`src/rtl/musa_pkg.sv`:
```
// Shared definitions for the MUSA core front end.
//   fetch_state_t : instruction fetch FSM states
//   WORD_W        : datapath / address width
//   PC_STEP       : PC increment per fetched instruction
package musa_pkg;

    localparam int unsigned WORD_W  = 32;
    localparam logic [WORD_W-1:0] PC_STEP = 32'd4;

    typedef enum logic [1:0] {
        IDLE  = 2'd0,
        REQ   = 2'd1,
        HOLD  = 2'd2,
        DRAIN = 2'd3
    } fetch_state_t;

endpackage

```
`src/rtl/instruction_fetch.sv`:
```
// Instruction fetch unit: on a busca pulse, reads one word from instruction
// memory at the current PC, presents it to decode with its address, and
// advances the PC by 4. Supports redirects (pc_load) in every state and a
// bounded wait for the memory acknowledge.
//
// Ports:
//   xclk, rst_n              clock, asynchronous active-low reset
//   busca                    fetch request pulse (honoured in IDLE only)
//   pc_load, pc_target       redirect strobe and address (bits [1:0] ignored)
//   imem_req, imem_addr      memory read request and word-aligned address
//   imem_ack, imem_rdata     memory data strobe and data
//   instr, instr_pc          fetched instruction and its address
//   instr_valid, instr_ready handshake towards decode
//   fetch_busy               high whenever the FSM is not IDLE
//   fetch_err                one-cycle pulse on acknowledge timeout
module instruction_fetch
    import musa_pkg::*;
#(
    parameter int unsigned       XCLK_FREQ   = 122880000,
    parameter logic [WORD_W-1:0] RESET_PC    = 32'h0000_0000,
    parameter int unsigned       ACK_TIMEOUT = 16
) (
    input  logic              xclk,
    input  logic              rst_n,
    input  logic              busca,
    input  logic              pc_load,
    input  logic [WORD_W-1:0] pc_target,
    output logic              imem_req,
    output logic [WORD_W-1:0] imem_addr,
    input  logic              imem_ack,
    input  logic [WORD_W-1:0] imem_rdata,
    output logic [WORD_W-1:0] instr,
    output logic [WORD_W-1:0] instr_pc,
    output logic              instr_valid,
    input  logic              instr_ready,
    output logic              fetch_busy,
    output logic              fetch_err
);

    if (XCLK_FREQ == 0 || ACK_TIMEOUT < 1 || ACK_TIMEOUT > 255) begin : g_bad_param
        $error("instruction_fetch: illegal parameter value");
    end

    // Counter value on the last permitted wait cycle.
    localparam logic [7:0] TMO_LAST = 8'(ACK_TIMEOUT - 1);

    fetch_state_t      state, state_n;
    logic [WORD_W-1:0] pc, pc_n;
    logic [WORD_W-1:0] addr_n, instr_n, ipc_n;
    logic              req_n, valid_n, err_n;
    logic [7:0]        tmo, tmo_n;
    logic [WORD_W-1:0] load_addr;
    logic              timed_out;

    assign load_addr  = pc_target & ~32'd3;
    assign timed_out  = (tmo == TMO_LAST);
    assign fetch_busy = (state != IDLE);

    always_ff @(posedge xclk or negedge rst_n) begin
        if (!rst_n) begin
            state       <= IDLE;
            pc          <= RESET_PC;
            imem_req    <= 1'b0;
            imem_addr   <= RESET_PC;
            instr       <= '0;
            instr_pc    <= '0;
            instr_valid <= 1'b0;
            fetch_err   <= 1'b0;
            tmo         <= '0;
        end else begin
            state       <= state_n;
            pc          <= pc_n;
            imem_req    <= req_n;
            imem_addr   <= addr_n;
            instr       <= instr_n;
            instr_pc    <= ipc_n;
            instr_valid <= valid_n;
            fetch_err   <= err_n;
            tmo         <= tmo_n;
        end
    end

    always_comb begin
        state_n = state;
        pc_n    = pc;
        addr_n  = imem_addr;
        req_n   = imem_req;
        instr_n = instr;
        ipc_n   = instr_pc;
        valid_n = instr_valid;
        err_n   = 1'b0;
        tmo_n   = tmo;

        case (state)
            IDLE: begin
                // Redirect is applied before the fetch so a simultaneous
                // busca reads from the new target.
                if (pc_load) pc_n = load_addr;
                addr_n = pc_n;
                if (busca) begin
                    state_n = REQ;
                    req_n   = 1'b1;
                    tmo_n   = '0;
                end
            end

            REQ: begin
                if (pc_load) begin
                    pc_n = load_addr;
                    if (imem_ack) begin
                        // Access completes in the redirect cycle: drop the
                        // data and go straight to the refetch.
                        addr_n = load_addr;
                        tmo_n  = '0;
                    end else if (timed_out) begin
                        state_n = IDLE;
                        req_n   = 1'b0;
                        err_n   = 1'b1;
                        addr_n  = load_addr;
                    end else begin
                        state_n = DRAIN;
                        tmo_n   = '0;
                    end
                end else if (imem_ack) begin
                    state_n = HOLD;
                    req_n   = 1'b0;
                    instr_n = imem_rdata;
                    ipc_n   = pc;
                    pc_n    = pc + PC_STEP;
                    valid_n = 1'b1;
                end else if (timed_out) begin
                    state_n = IDLE;
                    req_n   = 1'b0;
                    err_n   = 1'b1;
                end else begin
                    tmo_n = tmo + 8'd1;
                end
            end

            DRAIN: begin
                if (pc_load) pc_n = load_addr;
                if (imem_ack) begin
                    state_n = REQ;
                    addr_n  = pc_n;
                    tmo_n   = '0;
                end else if (timed_out) begin
                    state_n = IDLE;
                    req_n   = 1'b0;
                    err_n   = 1'b1;
                    addr_n  = pc_n;
                end else begin
                    tmo_n = tmo + 8'd1;
                end
            end

            HOLD: begin
                if (pc_load) begin
                    state_n = IDLE;
                    valid_n = 1'b0;
                    pc_n    = load_addr;
                    addr_n  = load_addr;
                end else if (instr_ready) begin
                    state_n = IDLE;
                    valid_n = 1'b0;
                    addr_n  = pc;
                end
            end

            default: begin
                state_n = IDLE;
                req_n   = 1'b0;
                valid_n = 1'b0;
            end
        endcase
    end

endmodule

```
`config.mk`:
```
export PLATFORM = sky130hd
export DESIGN_NAME = instruction_fetch
export DESIGN_NICKNAME = d
export VERILOG_FILES = /design/src/rtl/musa_pkg.sv /design/src/rtl/instruction_fetch.sv
export SDC_FILE = /design/constraint.sdc
export NUM_CORES = 1
export LEC_CHECK = 0
export CAP_MARGIN = 40
export CORE_ASPECT_RATIO = 1.4
export CORE_MARGIN = 5
export CORE_UTILIZATION = 45
export CTS_CLUSTER_DIAMETER = 30
export DETAILED_ROUTE_END_ITERATION = 7
export GPL_TIMING_DRIVEN = 0
export PLACE_DENSITY = 0.83
export SLEW_MARGIN = 10
export SYNTH_ARGS = -nofsm -noshare
export SYNTH_HDL_FRONTEND = slang
export SYNTH_SLANG_ARGS = --single-unit
```
`constraint.sdc`:
```
create_clock -name xclk -period 2 [get_ports xclk]
set_clock_uncertainty 0.1 [all_clocks]
set_input_delay 0.4 -clock xclk [delete_from_list [all_inputs] [get_ports xclk]]
set_output_delay 0.4 -clock xclk [all_outputs]
set_load 0.02 [all_outputs]
```
After elaboration in Yosys (flattened, before gate mapping)
Cells that the tools add are included.
{"block": "op_classes", "addsub": 2, "mul": 0, "div_mod_pow": 0, "magnitude_cmp": 0, "n_eq_ne": 15, "shift": 0, "n_mux": 44, "n_bitwise": 1, "reduce_logical": 12}
{"op": "two-way mux 32 bit", "count": 10}
{"op": "case mux 32 bit (4 select lines)", "count": 1}
{"op": "case mux 32 bit (2 select lines)", "count": 1}
{"op": "two-way mux 8 bit", "count": 7}
{"op": "adder 32 x 3 -> 32 bit, second input constant", "count": 1}
{"op": "case mux 8 bit (3 select lines)", "count": 1}
{"op": "two-way mux 2 bit", "count": 9}
{"op": "!= test 3 bit, second input constant", "count": 6}
{"op": "two-way mux 1 bit", "count": 12}
{"op": "AND reduction 4 bit", "count": 3}
{"op": "adder 8 x 1 -> 8 bit, second input constant", "count": 1}
{"op": "equality test 8 x 4 -> 1 bit, second input constant", "count": 1}
{"op": "!= test 2 bit, second input constant", "count": 4}
{"op": "case mux 2 bit (4 select lines)", "count": 1}
{"op": "AND reduction 3 bit", "count": 2}
{"op": "equality test 2 bit, second input constant", "count": 2}
{"op": "!= test 4 bit, second input constant", "count": 1}
{"op": "nonzero test 2 bit", "count": 2}
{"op": "case mux 1 bit (3 select lines)", "count": 1}
{"op": "nonzero test 3 bit", "count": 1}
{"op": "OR reduction 3 bit", "count": 1}
{"op": "equality test 2 x 1 -> 1 bit, second input constant", "count": 1}
{"op": "logical NOT 2 bit", "count": 1}
{"op": "case mux 1 bit (2 select lines)", "count": 1}
{"op": "3 further kinds", "count": 3}
{"block": "word_totals", "ff_bits": 141, "latchBits": 0, "ram_bits": 0, "rom_bits": 0, "inputBits": 70, "output_inout_bits": 100, "word_cells": 83, "mem_count": 0}

Longest topological paths before layout
{"block": "depth", "depth_word": 5, "ltp_mapped": 8}

Least setup slack after synthesis
No wires, ideal clock.
{"block": "synth_timing", "kind": "in2reg", "from": "input port pc_load", "to": "register pc[26]", "arrival_time_ns": 1.759, "setup_slack_ns": 0.004, "stages": 6, "path_cell_list": "clkbuf_1 > and4b_1 > nand3_2 > or4_4 > o211ai_2 > o311ai_2"}
{"block": "synth_between", "elab_chain_len": 2, "word_cells_on_any_way": 4, "cone_classes": "eq/ne (1); mux (3)"}
{"element": "from (decl)", "line": "instruction_fetch.sv:26", "text": "input logic pc_load,"}
{"element": "two-way mux 32 bit (on tied branches)", "line": "instruction_fetch.sv:98, instruction_fetch.sv:141, instruction_fetch.sv:108"}
{"element": "case mux 32 bit (2 select lines)", "line": "instruction_fetch.sv:94", "text": "case (state)"}
{"element": "to (signal assigned)", "line": "instruction_fetch.sv:72", "text": "pc <= pc_n;"}
{"element": "to (decl)", "line": "instruction_fetch.sv:48", "text": "logic [WORD_W-1:0] pc, pc_n;"}
Parallel ways exist; a longest one is shown, timed or not.
A chain may end at the register's enable or synchronous reset.

Worst setup path in the final report
{"block": "layout_timing", "from": "register pc[11]", "to": "register pc[26]"}
{"block": "layout_between", "elab_chain_len": 4}
{"element": "adder 32 x 3 -> 32 bit", "line": "instruction_fetch.sv:129", "text": "pc_n = pc + PC_STEP;"}
{"element": "two-way mux 32 bit", "line": "instruction_fetch.sv:124", "text": "end else if (imem_ack) begin"}
{"element": "two-way mux 32 bit", "line": "instruction_fetch.sv:108", "text": "if (pc_load) begin"}
{"element": "case mux 32 bit (2 select lines)", "line": "instruction_fetch.sv:94"}
No other way between the ends. The select of a mux whose other input is x is not followed.

==> run metrics <==
status complete, but fails checks; failing checks setup timing; CTS sink cnt 141; Worst EP arrival 2.27 ns; Avg Cell Area, Syn 11.3 sq um; sequential power share 32.3%; mapped cell area 6630 sq um; Worst Setup Path Type flip-flop to flip-flop; Clk pwr share 23.2%; HPWL after detailed placement 13800 microns; Vias/cell 5.89; Yosys warning total 0; Final Critical Period 2.08 ns; via count 5924; # fillers 1030; core region area 14400 sq um; RSZ-0062 raised after global routing true; max frequency 481 MHz; Clock transition at path regs 0.06 ns; clk_lat worst skew 0.43 ns; die width 113 microns; most frequent cells in the layout clkdlybuf4s50_1 (164), dfrtp_1 (130), mux2_2 (64), nor2_1 (39), buf_4 (37); TritonCTS clock tree done; Slew headroom 57.6%; top cells by area, synth dfrtp_1 (53%), mux2_2 (11%), mux2i_1 (4.8%), a21oi_1 (2.8%), nand3_1 (2.3%); PortBufs 167; first-pass GRT wire length 31600 microns; Placer Congestion 0.852; Routed WL per cell 20.5 microns; r2r setup slk -0.08 ns; worst flop-to-flop path startpoint pc[11]$_DFFE_PN0P_; Comb power frac 44.6%; Syn Inst Count 588; area delta synth->final 47.0%; io pins 170; Die ar. 17300 sq um; TNS Setup -0.269 ns; Register-to-Register Path Depth 7; WHS 0.388 ns; largest area contributor in the netlist dfrtp_1; Post-Synthesis Net Count 660; initial antenna violation count 0; Seq/Total Area, Yosys 53.2%; flops & latches, synth 141; Root Buffer clkbuf_16; Setup crit end kind flip-flop; endpoints failing hold 0; Die Height 154 microns; Final #Nets 876; Initial Util 45.9%; total grt overflow 0; largest net degree at the start of global routing 91; Post-Route WL 20600 microns; CTS H-tree depth 4; Netlist cell types 64; Net Sw Frac 35.9%; Yosys top cell area share 53.2%; Setup WS post-layout -0.0772 ns; Post-synth EDFFs 0; Reg-to-Reg End pc[26]$_DFFE_PN0P_; critical path data required time 2.19 ns; final antenna-violating net count 0; GRT Overall Usage 22.8%; DRC 0; Clock Path Buffers 2; cts bufs inserted 17; layout cells sized above 1 26.6%; Pwr Density 1470 nW/um^2; Primary FF master, synth dfrtp_1; antenna fix cells 0; starting DRC count in detailed routing 413; worst min-delay path class input pin to asynchronous set/reset pin; DRT Pass-1 Iters 5; crit share post-route 104%; P_leak 3.99 nW; max cap viols 0; row count 52; most common cell after layout, fill and taps aside clkdlybuf4s50_1; vias in the first global route 6166; switching power 5.13 mW; Slew Viols, Final 0; Peak VDD IR 0.000759 V; # setup viols final 6; Worst Path Max Fanout 9; actual slew at the worst max-slew pin 0.637 ns; CP startpoint kind flip-flop; P_int 9.17 mW; Async SR Flop Fraction 100%
layer usage:
layer	vias up	wire length, microns	GRT usage, %
li1	2609	-	-
met1	2905	7320	25.2
met2	324	10800	40.7
met3	86	1560	5.74
met4	0	882	10.5
met5	-	0	0
worst max-delay path, cell delays in order (launching register included):
cell and delay (ns):
dfrtp_1 0.35, buf_6 0.14, and4_4 0.28, nand4_4 0.11
buf_6 0.16, or4_4 0.50, o211ai_2 0.17, o311ai_2 0.13
registers in the layout (all words and copies together), names as in the netlist:
| register | flops |
|---|---|
| instr_valid | 1 |
| instr_pc | 32 |
| tmo | 8 |
| imem_addr | 32 |
| imem_req | 1 |
| pc | 32 |
| fetch_err | 1 |
| instr | 32 |
| state | 2 |
worst max path at each step:
stage / start / endpoint
6_report: pc[11]$_DFFE_PN0P_ / pc[26]$_DFFE_PN0P_
5_1_grt: pc[8]$_DFFE_PN0P_ / pc[26]$_DFFE_PN0P_
4_1_cts: pc[7]$_DFFE_PN0P_ / pc[26]$_DFFE_PN0P_
3_5_place_dp: imem_ack / imem_addr[21]$_DFFE_PN0P_
3_3_place_gp: rst_n / instr[13]$_DFFE_PN0P_
2_1_floorplan: pc_load / pc[26]$_DFFE_PN0P_
power by group through the flow:
stage / clock network, mW / logic, mW / registers (mW)
2_1_floorplan: 0 / 1.96 / 5.71
5_1_grt: 3.45 / 6.76 / 4.74
3_3_place_gp: 0 / 5.74 / 4.58
3_5_place_dp: 0 / 5.89 / 4.65
4_1_cts: 3.33 / 6.17 / 4.61
6_report: 3.31 / 6.37 / 4.61
per-stage QoR:
step	power (mW)	setup WS, ns	area [sq um]	std cells	util [%]
2_1_floorplan	7.67	0.00447	6630	588	-
3_3_place_gp	10.3	-4.99	8540	944	59.1
3_5_place_dp	10.5	-0.973	8570	945	59.3
4_1_cts	14.1	-0.0918	9500	997	65.8
5_1_grt	14.9	-0.126	9740	1006	67.5
6_report	14.3	-0.0772	9740	1006	67.5
layout make-up:
| type | instances | area, sq um | area share, % |
|---|---|---|---|
| clock inverter | 13 | 161 | 1.66 |
| buffer | 37 | 320 | 3.29 |
| sequential | 141 | 3540 | 36.4 |
| inverter | 11 | 41.3 | 0.424 |
| clock buffer | 19 | 453 | 4.65 |
| multi-input combinational | 394 | 3000 | 30.8 |
| timing repair buffer | 202 | 1990 | 20.4 |
| tap | 189 | 236 | 2.43 |
repair_timing:
item | 4_1_cts | 5_1_grt
hold endpoints to repair | 51 | 0
gates resized for setup | 61 | 62
setup buffers | 21 | 11
pin swaps | 18 | 29
hold buffers | 1 | 0
setup endpoints to repair | 130 | 107
cloned | 0 | 1
Yosys cell counts (6+ instances only):
cell	n
mux2_2	64
a21oi_1	37
inv_1	10
buf_4	6
nor2_1	41
nor3_1	9
nand3_1	31
o211ai_1	13
dfrtp_1	141
buf_2	11
nand2_1	37
o311ai_0	12
o21ai_0	24
nor4_1	7
mux2i_1	32
clkbuf_1	16
logic make-up after synthesis:
| kind of cell | count (synthesis) | synth area share, % |
|---|---|---|
| fa+ha+maj | 2 | 0.377 |
| buf+inv | 53 | 4.25 |
| simple gates | 173 | 14.0 |
| mux | 96 | 15.7 |
| flops | 141 | 53.2 |
| xor+xnor | 3 | 0.396 |
| compound gates | 120 | 12.1 |
Note: power is estimated with default switching activity, not from simulation.
